$ cat config.mk
export PLATFORM = sky130hd
export DESIGN_NAME = button_event_decoder
export DESIGN_NICKNAME = d
export VERILOG_FILES = /design/src/rtl/button_event_decoder.sv
export SDC_FILE = /design/constraint.sdc
export NUM_CORES = 1
export LEC_CHECK = 0
export ABC_AREA = 1
export BUFFER_PORTS_ARGS = -buffer_cell sky130_fd_sc_hd__buf_2
export CAP_MARGIN = 20
export CORE_MARGIN = 1
export CORE_UTILIZATION = 50
export DETAILED_ROUTE_END_ITERATION = 16
export PLACE_DENSITY = 0.72
export RECOVER_POWER = 50
export SETUP_SLACK_MARGIN = 0.02
export SYNTH_ARGS = -nofsm -noshare
export SYNTH_HDL_FRONTEND = slang
export SYNTH_SLANG_ARGS = --single-unit
$ cat constraint.sdc
create_clock -name clk -period 2.76 [get_ports clk]
set_input_delay 0.414 -clock clk [delete_from_list [all_inputs] [get_ports clk]]
set_output_delay 0.414 -clock clk [all_outputs]
set_load 0.02 [all_outputs]
$ cat src/rtl/button_event_decoder.sv
// Purpose: turns a debounced button level into single-cycle press/release/short/long/repeat events.
// Latency: every output is registered on the same edge that samples its cause (1 cycle from clean).
// Backpressure: none; the event pulses are fire-and-forget and there is no ready input.
// Optional feature: define BTN_AUTOREPEAT_EN to enable repeat_pulse/rep_count while a press is held long.
module button_event_decoder #(
    parameter int LONG_TICKS   = 10000,
    parameter int REPEAT_TICKS = 2000,
    parameter int CNT_BITS     = 14
) (
    input  logic       clk,
    input  logic       reset,
    input  logic       clean,
    output logic       press_pulse,
    output logic       release_pulse,
    output logic       short_pulse,
    output logic       long_pulse,
    output logic       repeat_pulse,
    output logic       held,
    output logic [7:0] rep_count
);

    typedef enum logic [1:0] {
        S_IDLE  = 2'd0,
        S_PRESS = 2'd1,
        S_LONG  = 2'd2,
        S_LOCK  = 2'd3
    } state_t;

    // The hold counter never needs to go past the larger of the two periods.
    localparam int CNT_MAX = (LONG_TICKS > REPEAT_TICKS) ? LONG_TICKS : REPEAT_TICKS;
    localparam logic [CNT_BITS-1:0] CNT_TOP = CNT_BITS'(CNT_MAX - 1);
    // Press is entered with cnt = 0, so reaching LONG_TICKS-1 means the button has
    // been held LONG_TICKS cycles since press_pulse.
    localparam logic [CNT_BITS-1:0] LONG_TC = CNT_BITS'(LONG_TICKS - 1);
`ifdef BTN_AUTOREPEAT_EN
    localparam logic [CNT_BITS-1:0] REP_TC  = CNT_BITS'(REPEAT_TICKS - 1);
`endif

    state_t              state_q, state_d;
    logic [CNT_BITS-1:0] cnt_q, cnt_d, cnt_inc;
    logic                prev_q;
    logic                rise, fall;
    logic                press_q, release_q, short_q, long_q, repeat_q, held_q;
    logic                press_d, release_d, short_d, long_d, repeat_d, held_d;
    logic [7:0]          rep_count_q, rep_count_d;

    assign rise    = clean & ~prev_q;
    assign fall    = ~clean & prev_q;
    assign cnt_inc = (cnt_q == CNT_TOP) ? '0 : cnt_q + 1'b1;

    // Next-state, counter and event decode; fall always wins over a terminal count.
    always_comb begin
        state_d     = state_q;
        cnt_d       = cnt_q;
        press_d     = 1'b0;
        release_d   = 1'b0;
        short_d     = 1'b0;
        long_d      = 1'b0;
        repeat_d    = 1'b0;
`ifdef BTN_AUTOREPEAT_EN
        rep_count_d = rep_count_q;
`else
        rep_count_d = 8'd0;
`endif
        case (state_q)
            S_IDLE: begin
                if (rise) begin
                    state_d     = S_PRESS;
                    press_d     = 1'b1;
                    cnt_d       = '0;
                    rep_count_d = 8'd0;
                end
            end
            S_PRESS: begin
                if (fall) begin
                    state_d   = S_IDLE;
                    short_d   = 1'b1;
                    release_d = 1'b1;
                end else if (cnt_q == LONG_TC) begin
                    state_d = S_LONG;
                    long_d  = 1'b1;
                    cnt_d   = '0;
                end else begin
                    cnt_d = cnt_inc;
                end
            end
            S_LONG: begin
                if (fall) begin
                    state_d   = S_IDLE;
                    release_d = 1'b1;
                end else begin
`ifdef BTN_AUTOREPEAT_EN
                    if (cnt_q == REP_TC) begin
                        repeat_d    = 1'b1;
                        cnt_d       = '0;
                        rep_count_d = (rep_count_q == 8'hFF) ? 8'hFF : rep_count_q + 8'd1;
                    end else begin
                        cnt_d = cnt_inc;
                    end
`else
                    // Without auto-repeat the long state just parks until release.
                    cnt_d = cnt_q;
`endif
                end
            end
            S_LOCK: begin
                // Button was already down at reset: wait for it to go up silently.
                if (fall) begin
                    state_d = S_IDLE;
                end
            end
            default: begin
                state_d = S_IDLE;
            end
        endcase
        held_d = (state_d == S_PRESS) || (state_d == S_LONG);
    end

    // State, counter and registered outputs; reset drops in-flight events.
    always_ff @(posedge clk) begin
        if (reset) begin
            state_q     <= clean ? S_LOCK : S_IDLE;
            cnt_q       <= '0;
            prev_q      <= clean;
            press_q     <= 1'b0;
            release_q   <= 1'b0;
            short_q     <= 1'b0;
            long_q      <= 1'b0;
            repeat_q    <= 1'b0;
            held_q      <= 1'b0;
            rep_count_q <= 8'd0;
        end else begin
            state_q     <= state_d;
            cnt_q       <= cnt_d;
            prev_q      <= clean;
            press_q     <= press_d;
            release_q   <= release_d;
            short_q     <= short_d;
            long_q      <= long_d;
            repeat_q    <= repeat_d;
            held_q      <= held_d;
            rep_count_q <= rep_count_d;
        end
    end

    assign press_pulse   = press_q;
    assign release_pulse = release_q;
    assign short_pulse   = short_q;
    assign long_pulse    = long_q;
    assign repeat_pulse  = repeat_q;
    assign held          = held_q;
    assign rep_count     = rep_count_q;

endmodule

==> flow_summary.json <==
{
  "status": "complete, no violations",
  "synth_top_area_cell": "dfxtp_1",
  "peakVddDrop_uv": 448.5,
  "p_int_uw": 511.3,
  "yosys.area_share.xor_xnor_pct": 2.041,
  "core-area_um2": 2455,
  "synth_compound_area_share_pct": 6.122,
  "dpl.hpwl_mm": 1.973,
  "syn2layout_area_growth_pct": 5.345,
  "critPathKind": "reg -> reg",
  "mappedNetlistArea_um2": 1287,
  "switching_power_uw": 204.8,
  "synth_ff_type": "dfxtp_1",
  "port_buffers": 7,
  "grt_pass1_vias": 1013,
  "post-route-min-period_ns": 1.708,
  "final_cells": 228,
  "synth_warnings": 0,
  "clockPowerShare_pct": 35.0,
  "cts.sinks": 22,
  "finalHoldViolations": 0,
  "drt_iter0_drc": 25,
  "path_clk_slew_ns": 0.13,
  "grt_overflow": 0,
  "yosys-top-cells-area": "dfxtp_1, nand2_1, nor2_1",
  "synth_cell_types": 28,
  "die_h_um": 52.75,
  "synth_top_family_by_area": "simple AND/OR/NAND/NOR gates",
  "grt_pass1_wl_mm": 4.153,
  "cp-start-kind": "flop",
  "skew_ns": 0.01077,
  "p_leak_nw": 0.6164,
  "slew_viol_final": 0,
  "ctsResizeCount": 0,
  "worst-path-max-fanout": 8,
  "dieWidth_um": 52.75,
  "vias": 1113,
  "maxCapViolCount": 0,
  "die-area_um2": 2782,
  "p_sw_share_pct": 28.59,
  "start_util_pct": 52.45,
  "rsz0062_at_grt": "no",
  "synth_top_area_share_pct": 34.21,
  "holdCritPathClass": "in -> reg",
  "antenna_found_initial": 0,
  "track_usage_pct": 20.67,
  "fmax_mhz": 585.6,
  "setup_tns_ns": 0,
  "cts_max_level": 1,
  "crit_path_end_kind": "flop",
  "clock_latency_ns": 0.32,
  "routed_via_density": 4.882,
  "pwr-share-comb_pct": 17.8,
  "ys_ff_latch": 22,
  "whs_path_depth": 1,
  "clockRootBuffer": "clkbuf_4",
  "drive_gt1_share_pct": 9.091,
  "cts.path.max_buffers": 2,
  "finalSetupViolCount": 0,
  "async_flop_share_pct": 0,
  "reg2regPathDepth": 10,
  "power_density_nw_per_um2": 528.0,
  "grt_start_max_net_pins": 14,
  "synth_mux_area_share_pct": 0,
  "cts_setup_buffers": 0,
  "ios": 17,
  "syn_inst": 189,
  "drc": 0,
  "finalCritPeriodShare_pct": 61.88,
  "ctsHoldBuffers": 0,
  "cp.required_ns": 2.98,
  "diodes": 0,
  "place_congestion": 0.9194,
  "wl_mm": 2.555,
  "post_synth_fa_ha_maj_area_fraction_pct": 4.859,
  "crit_arrival_ns": 1.93,
  "place_inst": 224,
  "drtPass1Iterations": 4,
  "synth_edf_count": 0,
  "ys_seq_area_share_pct": 34.21,
  "seqPwrFrac_pct": 47.2,
  "yosys.area_share.simple_pct": 39.16,
  "cts_buffers": 3,
  "syn_avg_cell_area_um2": 6.812,
  "antenna_left": 0,
  "cts_tree": "yes",
  "row_count": 18,
  "layout.nets": 207,
  "wl_per_cell_um": 11.21
}
## registers in the layout (all words and copies together) (netlist names)
name,count
cnt_q,14
state_q,2
held,1
long_pulse,1
press_pulse,1
prev_q,1
release_pulse,1
short_pulse,1
## power by group through the flow
stage	clock, mW	combinational, mW	sequential (mW)
5_1_grt	0.273	0.141	0.340
3_5_place_dp	0	0.129	0.345
6_report	0.251	0.127	0.338
3_3_place_gp	0	0.122	0.344
2_1_floorplan	0	0.108	0.349
4_1_cts	0.257	0.129	0.338
## layout make-up
type / count / area (um^2)
timing repair buffer: 7 / 27.53
fill: 247 / 1099
sequential: 22 / 440.4
clock inverter: 1 / 30.03
clock buffer: 3 / 22.52
tap: 30 / 37.54
inverter: 26 / 100.1
multi-input combinational: 139 / 698.2
## stage by stage
| stage | hold WS (ns) | power [mW] | setup slack (ns) | utilization (%) | area, um^2 |
|---|---|---|---|---|---|
| floorplan | 0.4417 | 0.4563 | 1.321 | - | 1318 |
| global placement | 0.5133 | 0.4666 | 1.169 | 53.72 | 1319 |
| detailed placement | 0.5214 | 0.4740 | 1.108 | 53.72 | 1319 |
| CTS | 0.2394 | 0.7241 | 1.078 | 55.86 | 1371 |
| global route | 0.2613 | 0.7535 | 0.9561 | 55.25 | 1356 |
| finish | 0.2732 | 0.7161 | 1.052 | 55.25 | 1356 |
## final timing paths
kind	from	to	slack [ns]
worst max-delay path	state_q[1]	cnt_q[12]	1.05
worst min-delay path	clean	prev_q	0.27
worst max register to register	state_q[1]	cnt_q[12]	1.05
worst min register to register	cnt_q[0]	cnt_q[0]	0.53
## critical path, cell delays in order, from the launching register on
cell and delay (ns):
dfxtp_1 0.41, inv_1 0.11, ha_1 0.24, nand3_1 0.18, nand3_4 0.17, nor2_4 0.15
nand2_2 0.10, nor2_1 0.12, nand2_1 0.06, nand2_1 0.05, nor2_1 0.04
## per-layer routing
layer	GRT usage, %	routed length (um)	up-vias
li1	-	-	584
met1	22.26	1119	509
met2	38.19	1346	18
met3	6.087	74	2
met4	6.140	15	0
met5	0	0	-
## cell usage in the layout, fill, tap and decap left out, drive strengths merged
cell type	instances
a21oi	3
xor2	3
buf	1
ha	5
nor3b	1
inv	25
a21o	1
nor4	1
nor3	5
o21ai	6
clkbuf	9
dfxtp	22
o21bai	1
nand2	51
conb	9
nand4	2
bufinv	1
nor2	39
clkinv	1
nand3	12
## synthesized netlist by cell type, types with 2 or more instances
library cell / n
xor2_1: 3
ha_1: 5
a21oi_1: 2
buf_4: 9
inv_1: 24
o21ai_0: 5
nor3_1: 5
nand4_1: 2
nor2_1: 37
nand3_2: 2
nand2_2: 4
dfxtp_1: 22
nand3_1: 9
nand2_1: 46
## cells by family after synthesis
| group | Yosys count |
|---|---|
| and+or+nand+nor | 111 |
| buffers and inverters | 36 |
| DFF | 22 |
| AOI/OAI and AO/OA | 11 |
| adders and majority gates | 5 |
| xor gates and xnor gates | 3 |
| other | 1 |
(Power assumes the default switching activity.)
